## config.mk

```make
export PLATFORM = sky130hd
export DESIGN_NAME = coin_pulse_gen_flat
export DESIGN_NICKNAME = d
export VERILOG_FILES = /design/src/rtl/vend_pkg.sv /design/src/rtl/coin_pulse_gen_if.sv /design/src/rtl/coin_debounce.sv /design/src/rtl/coin_pulse_gen.sv /design/src/flat_wrapper.sv
export SDC_FILE = /design/constraint.sdc
export NUM_CORES = 1
export LEC_CHECK = 0
export CAP_MARGIN = 40
export CELL_PAD_IN_SITES_DETAIL_PLACEMENT = 2
export CELL_PAD_IN_SITES_GLOBAL_PLACEMENT = 2
export CORE_AREA = 4 4 93 51
export CTS_CLUSTER_DIAMETER = 60
export DETAILED_ROUTE_END_ITERATION = 10
export DIE_AREA = 0 0 97 55
export GPL_TIMING_DRIVEN = 0
export MAX_ROUTING_LAYER = met4
export PLACE_DENSITY = 0.82
export SLEW_MARGIN = 20
export SYNTH_ARGS = -nofsm -noshare
export SYNTH_HDL_FRONTEND = slang
export SYNTH_SLANG_ARGS = --single-unit
export TNS_END_PERCENT = 100
```

## constraint.sdc

```tcl
create_clock -name CLK -period 6 [get_ports CLK]
set_input_delay 1.2 -clock CLK [delete_from_list [all_inputs] [get_ports CLK]]
set_output_delay 1.2 -clock CLK [all_outputs]
set_load 0.02 [all_outputs]
```

## src/rtl/vend_pkg.sv

```systemverilog
// Shared definitions for the vend2 vending machine and its coin front-end:
// coin type encoding, default front-end sizing and the vend2 state encoding.
package vend_pkg;

  localparam logic COIN_NICKEL = 1'b0;
  localparam logic COIN_DIME   = 1'b1;

  localparam int DEBOUNCE_CYCLES_DEF = 4;
  localparam int QUEUE_DEPTH_DEF     = 4;

  // Credit accumulated by vend2 so far; DISPENSE is the state that drives Dispense.
  typedef enum logic [2:0] {
    ST_CENTS_0  = 3'd0,
    ST_CENTS_5  = 3'd1,
    ST_CENTS_10 = 3'd2,
    ST_CENTS_15 = 3'd3,
    ST_DISPENSE = 3'd4
  } vend_state_e;

endpackage

```

## src/rtl/coin_pulse_gen_if.sv

```systemverilog
// Sensor, credit and status signals between the coin front-end and its neighbours.
interface coin_pulse_gen_if #(
  parameter int CNT_W = 3
);

  logic             NickelRaw;
  logic             DimeRaw;
  logic             Busy;
  logic             Nickel;
  logic             Dime;
  logic [CNT_W-1:0] Count;
  logic             Overflow;

  modport master (
    output NickelRaw, DimeRaw, Busy,
    input  Nickel, Dime, Count, Overflow
  );

  modport slave (
    input  NickelRaw, DimeRaw, Busy,
    output Nickel, Dime, Count, Overflow
  );

endinterface

```

## src/rtl/coin_debounce.sv

```systemverilog
// One coin sensor: 2-flop synchronizer, stability filter and arm bit.
// coin_evt is high for the single cycle after an armed filtered rising edge.
module coin_debounce #(
  parameter int DEBOUNCE_CYCLES = 4
) (
  input  logic CLK,
  input  logic Reset,
  input  logic raw,
  output logic coin_evt
);

  localparam int DB_W = (DEBOUNCE_CYCLES > 1) ? $clog2(DEBOUNCE_CYCLES) : 1;
  localparam logic [DB_W-1:0] DB_LAST = DB_W'(DEBOUNCE_CYCLES - 1);

  logic            sync1_r;
  logic            sync2_r;
  logic [1:0]      vld_r;
  logic [DB_W-1:0] cnt_r;
  logic            filt_r;
  logic            filt_d_r;
  logic            arm_r;

  // Synchronize, filter and arm; vld_r marks sync2_r as holding a real sensor sample
  // so the reset-cleared synchronizer cannot arm a line held high through reset.
  always_ff @(posedge CLK) begin
    if (!Reset) begin
      sync1_r  <= 1'b0;
      sync2_r  <= 1'b0;
      vld_r    <= 2'b00;
      cnt_r    <= '0;
      filt_r   <= 1'b0;
      filt_d_r <= 1'b0;
      arm_r    <= 1'b0;
    end else begin
      sync1_r  <= raw;
      sync2_r  <= sync1_r;
      vld_r    <= {vld_r[0], 1'b1};
      filt_d_r <= filt_r;
      if (sync2_r != filt_r) begin
        if (cnt_r == DB_LAST) begin
          filt_r <= ~filt_r;
          cnt_r  <= '0;
        end else begin
          cnt_r <= cnt_r + DB_W'(1);
        end
      end else begin
        cnt_r <= '0;
      end
      if (!filt_r && !sync2_r && vld_r[1]) begin
        arm_r <= 1'b1;
      end else begin
        arm_r <= arm_r;
      end
    end
  end

  assign coin_evt = filt_r & ~filt_d_r & arm_r;

endmodule

```

## src/rtl/coin_pulse_gen.sv

```systemverilog
// Coin front-end for vend2: debounced sensors feed a small coin FIFO that issues
// spaced single-cycle Nickel/Dime credit pulses whenever vend2 is not dispensing.
module coin_pulse_gen
  import vend_pkg::*;
#(
  parameter int DEBOUNCE_CYCLES = DEBOUNCE_CYCLES_DEF,
  parameter int QUEUE_DEPTH     = QUEUE_DEPTH_DEF,
  parameter int CNT_W           = 3
) (
  input logic            CLK,
  input logic            Reset,
  coin_pulse_gen_if.slave bus
);

  localparam int PTR_W = $clog2(QUEUE_DEPTH);

  logic             nick_evt_s;
  logic             dime_evt_s;
  logic             any_evt_s;
  logic             both_evt_s;
  logic             pop_s;
  logic             push0_s;
  logic             push1_s;
  logic             type0_s;
  logic             drop_s;
  logic             head_s;
  logic [CNT_W:0]   room_s;
  logic [PTR_W:0]   wptr_nxt1_s;

  logic             fifo_r [QUEUE_DEPTH];
  logic [PTR_W:0]   wptr_r;
  logic [PTR_W:0]   rptr_r;
  logic [CNT_W-1:0] count_r;
  logic             nickel_r;
  logic             dime_r;
  logic             gap_r;
  logic             ovf_r;

  coin_debounce #(.DEBOUNCE_CYCLES(DEBOUNCE_CYCLES)) u_db_nickel (
    .CLK      (CLK),
    .Reset    (Reset),
    .raw      (bus.NickelRaw),
    .coin_evt (nick_evt_s)
  );

  coin_debounce #(.DEBOUNCE_CYCLES(DEBOUNCE_CYCLES)) u_db_dime (
    .CLK      (CLK),
    .Reset    (Reset),
    .raw      (bus.DimeRaw),
    .coin_evt (dime_evt_s)
  );

  assign head_s = fifo_r[rptr_r[PTR_W-1:0]];

  // Issue and enqueue decisions; a same-cycle pop frees a slot for an incoming coin,
  // and with one slot left the nickel of a simultaneous pair wins.
  always_comb begin
    any_evt_s   = nick_evt_s | dime_evt_s;
    both_evt_s  = nick_evt_s & dime_evt_s;
    pop_s       = (wptr_r != rptr_r) & ~bus.Busy & ~gap_r;
    room_s      = (CNT_W+1)'(QUEUE_DEPTH) - {1'b0, count_r} + {{CNT_W{1'b0}}, pop_s};
    push0_s     = any_evt_s & (room_s != '0);
    push1_s     = both_evt_s & (room_s >= (CNT_W+1)'(2));
    drop_s      = (any_evt_s & ~push0_s) | (both_evt_s & ~push1_s);
    wptr_nxt1_s = wptr_r + (PTR_W+1)'(1);
    if (nick_evt_s) begin
      type0_s = COIN_NICKEL;
    end else begin
      type0_s = COIN_DIME;
    end
  end

  // Coin type storage; a second write in the same cycle is always the dime.
  always_ff @(posedge CLK) begin
    if (!Reset) begin
      for (int i = 0; i < QUEUE_DEPTH; i++) begin
        fifo_r[i] <= COIN_NICKEL;
      end
    end else begin
      if (push0_s) begin
        fifo_r[wptr_r[PTR_W-1:0]] <= type0_s;
      end
      if (push1_s) begin
        fifo_r[wptr_nxt1_s[PTR_W-1:0]] <= COIN_DIME;
      end
    end
  end

  // Pointers, occupancy, sticky overflow and the registered credit pulses.
  // gap_r follows each pulse so vend2 can raise Dispense before the next issue.
  always_ff @(posedge CLK) begin
    if (!Reset) begin
      wptr_r   <= '0;
      rptr_r   <= '0;
      count_r  <= '0;
      nickel_r <= 1'b0;
      dime_r   <= 1'b0;
      gap_r    <= 1'b0;
      ovf_r    <= 1'b0;
    end else begin
      wptr_r   <= wptr_r + (PTR_W+1)'(push0_s) + (PTR_W+1)'(push1_s);
      rptr_r   <= rptr_r + (PTR_W+1)'(pop_s);
      count_r  <= count_r + CNT_W'(push0_s) + CNT_W'(push1_s) - CNT_W'(pop_s);
      nickel_r <= pop_s & (head_s == COIN_NICKEL);
      dime_r   <= pop_s & (head_s == COIN_DIME);
      gap_r    <= pop_s;
      ovf_r    <= ovf_r | drop_s;
    end
  end

  assign bus.Nickel   = nickel_r;
  assign bus.Dime     = dime_r;
  assign bus.Count    = count_r;
  assign bus.Overflow = ovf_r;

endmodule

```

## src/flat_wrapper.sv

```systemverilog
// flat-port wrapper written by rule: the top's interface ports become plain ports
module coin_pulse_gen_flat import vend_pkg::*;
#(
  parameter int DEBOUNCE_CYCLES = DEBOUNCE_CYCLES_DEF,
  parameter int QUEUE_DEPTH     = QUEUE_DEPTH_DEF,
  parameter int CNT_W           = 3
)
  (CLK, Reset, bus_NickelRaw, bus_DimeRaw, bus_Busy, bus_Nickel, bus_Dime, bus_Count, bus_Overflow);
  coin_pulse_gen_if #(.CNT_W(CNT_W)) bus_i ();
  input logic CLK;
  input logic Reset;
  input wire logic [$bits(bus_i.NickelRaw)-1:0] bus_NickelRaw;
  input wire logic [$bits(bus_i.DimeRaw)-1:0] bus_DimeRaw;
  input wire logic [$bits(bus_i.Busy)-1:0] bus_Busy;
  output wire logic [$bits(bus_i.Nickel)-1:0] bus_Nickel;
  output wire logic [$bits(bus_i.Dime)-1:0] bus_Dime;
  output wire logic [$bits(bus_i.Count)-1:0] bus_Count;
  output wire logic [$bits(bus_i.Overflow)-1:0] bus_Overflow;
  assign bus_i.NickelRaw = bus_NickelRaw;
  assign bus_i.DimeRaw = bus_DimeRaw;
  assign bus_i.Busy = bus_Busy;
  assign bus_Nickel = bus_i.Nickel;
  assign bus_Dime = bus_i.Dime;
  assign bus_Count = bus_i.Count;
  assign bus_Overflow = bus_i.Overflow;
  coin_pulse_gen #(.DEBOUNCE_CYCLES(DEBOUNCE_CYCLES), .QUEUE_DEPTH(QUEUE_DEPTH), .CNT_W(CNT_W)) u_core (.CLK(CLK), .Reset(Reset), .bus(bus_i));
endmodule
```

==> impl_metrics.toml <==
[outcome]
outcome = "finished clean"

[die]
ioPinCount = 11
die_height_um = 55
die_area_mm2 = 0.005335
die_w_um = 97
row_count = 16
core_mm2 = 0.003864
start_util_pct = 39.60

[timing]
slew_viol_final = 0
tightest_slew_ns = 0.4787
slew_headroom_pct = 68.02
layout_setup_ws_ns = 1.725
rsz0062_at_grt = "no"
skew_ns = 0.005693
period_share_pct = 71.25
final_hold_viol_count = 0
fmax_mhz = 233.9
fin_crit_ns = 4.275
setup_viol = 0
fin_setup_tns_ns = 0

[yosys]
ys_warn_count = 0
syn-num-nets = 169
ys_seq_area_share_pct = 43.17
ys_types = 35
async_flop_share_pct = 0
synthesis.area_mm2 = 0.001530
ys_ff_latch = 33
synthCells = 150
synth_edf_count = 0
ys.flop_type = "dfxtp_1"
avgSynthCellArea_um2 = 10.20

[drt]
drtPass1Iterations = 4
ant_nets = 0
viasPerCell = 4.856
drcViolationCount = 0
wirelength_um = 3396
drt-wirelength-per-cell_um = 15.30
vias = 1078
drt_iter0_drc = 22

[pwr]
intPower_uw = 307.9
swShare_pct = 23.54
p_comb_share_pct = 3.0
share_seq_of_total_power_pct = 55.5
power_density_mw_per_mm2 = 225.7
p_sw_uw = 94.77
ir_drop_mv = 0.09580
power_leakage_nw = 0.7109
clkPwrFrac_pct = 41.5
p_total_uw = 402.6

[clock_tree]
cts_made_buffers = 5
hold_buffers = 0
cts_htree_levels = 2
clkLatencyLatePin_ns = 0.28
clk_pin_slew_ns = 0.07
post_cts_buffers = 0
numClockSinks = 33
cts_max_path_buffers = 2
root_buffer = "clkbuf_8"
cts_resized = 0
cts_tree = "built"

[setup_path]
crit_path_start_kind = "input pin"
reg2reg_depth = 15
crit_type = "input pin to register"
critPathLaunch = "bus_Busy"
reg2reg_from = "u_core.wptr_r[1]"
max_stage_delay_ns = 0.46
reg2reg_to = "u_core.bus.Count[1]"
crit_chain = "clkdlybuf4s50_1 -> a311oi_4 -> inv_1 -> ha_1 -> inv_1 -> ha_1 -> nor2_1 -> o21ai_1 -> o21ai_1 -> ha_1 -> fa_1 -> inv_1 -> fa_1 -> and2_1"
rrSetupSlack_ns = 2.41
critPathMaxFanout = 5
cp-end-kind = "register"
critPathSlowestCell = "clkdlybuf4s50_1"
cp_data_arrival_time_ns = 4.46
critPathRequiredTime_ns = 6.19

[placement]
dp_hpwl_um = 2647
numPortBuffers = 10
gp_congestion = 0.8541
preCtsSetupSlack_ns = 1.404

[cells_and_area]
final_cell_mix = "dfxtp_1 (33), and2_1 (19), inv_1 (14)"
filler_cell_count = 419
layout_commonest_cell = "dfxtp_1"
drive_gt1_share_pct = 10.12
antenna_cells = 0
syn2layout_area_growth_pct = 16.60
final_nets = 186

[hold_path]
hp-start = "u_core.u_db_dime.cnt_r[0]"
min_path_cells = 1
min_to = "u_core.u_db_dime.cnt_r[0]"
hold_class = "register to register"

[global_route]
grt_use_met1_pct = 17.36
grt_usage_pct = 15.60
grt_pass1_wl_um = 6085
grt_max_degree = 12
grt_overflow = 0
grtUsageMet2_pct = 27.17
grt_use_met3_pct = 4.255
grt_pass1_vias = 1228
antenna_found_initial = 0
busiest_layer = "met2"

[job]
maxCapViolCount = 0
cells in the mapped netlist, types with 2 or more instances:
cell,count,area (um^2)
inv_1,14,52.55
o21bai_1,2,15.01
o311ai_1,2,17.52
buf_4,2,15.01
nor2_1,2,7.510
a221oi_1,2,17.52
nand4_1,2,12.51
o21a_1,2,15.01
a31oi_1,5,31.28
and3b_1,2,17.52
o211ai_1,3,22.52
fa_1,3,60.06
and2_1,19,118.9
a21oi_1,3,15.01
o21ai_1,3,15.01
xnor2_1,4,35.03
clkbuf_1,3,11.26
xor2_1,3,26.28
nand2_1,10,37.54
nor3b_1,2,15.01
ha_1,11,137.6
dfxtp_1,33,660.6
nor2b_1,5,31.28
nor3_1,2,10.01
layer usage:
layer	wire [um]	part of all wire (%)
met1	1583	47
met4	49	1.4
met5	0	0
met3	82	2.4
met2	1680	49
layout make-up:
| class | count | area (um^2) | area share, % |
|---|---|---|---|
| Multi-Input combinational cell | 96 | 774.5 | 43.41 |
| Tap cell | 54 | 67.56 | 3.787 |
| Timing Repair Buffer | 10 | 100.1 | 5.610 |
| Sequential cell | 33 | 660.6 | 37.03 |
| Buffer | 7 | 42.54 | 2.384 |
| Clock inverter | 3 | 17.52 | 0.9818 |
| Inverter | 14 | 52.55 | 2.945 |
| Clock buffer | 5 | 68.82 | 3.857 |
registers in the layout, indices dropped and copies added (netlist names), 2 cells and up:
name                      cells
u_core.u_db_dime.cnt_r        2
u_core.rptr_r                 3
u_core.wptr_r                 3
u_core.u_db_nickel.cnt_r      2
u_core.bus.Count              3
u_core.fifo_r                 4
power groups by stage:
stage	combinational, mW	clock (mW)	sequential [mW]
6_report	0.0120	0.167	0.223
3_5_place_dp	0.0124	0	0.229
2_1_floorplan	0.00653	0	0.228
4_1_cts	0.0123	0.175	0.223
5_1_grt	0.0139	0.186	0.224
3_3_place_gp	0.0115	0	0.228
how the worst max path moves through the flow:
stage,slack [ns],end,cells past startpoint
3_3_place_gp,1.58,u_core.bus.Count[1],14
6_report,1.72,u_core.bus.Count[1],14
2_1_floorplan,2.30,u_core.bus.Count[1],13
5_1_grt,1.57,u_core.bus.Count[1],14
3_5_place_dp,1.40,u_core.bus.Count[1],14
4_1_cts,1.70,u_core.bus.Count[1],14
kinds of logic after synthesis:
logic type               synth area share [%]
AO/OA/AOI/OAI                           11.77
adder cells (fa/ha/maj)                 12.92
flip-flops                              43.17
AND/OR/NAND/NOR                         19.38
buffers and inverters                   6.213
multiplexers                            1.472
XOR/XNOR                                5.070
critical path: cells and delay by family:
kind                       cells  cell delay, ns
adders and majority gates      5            1.52
AOI/OAI and AO/OA              3            0.82
and+or+nand+nor                2            0.23
buffers and inverters          4            0.70
metrics by stage:
step                hold WS, ns  instances  instance area (um^2)  utilization (%)
floorplan                0.4026        150                  1530                -
global placement         0.4129        214                  1698            43.94
detailed placement       0.4270        214                  1698            43.94
CTS                      0.4411        222                  1784            46.18
global route             0.4541        222                  1784            46.18
finish                   0.4336        222                  1784            46.18
(Power assumes the default switching activity.)
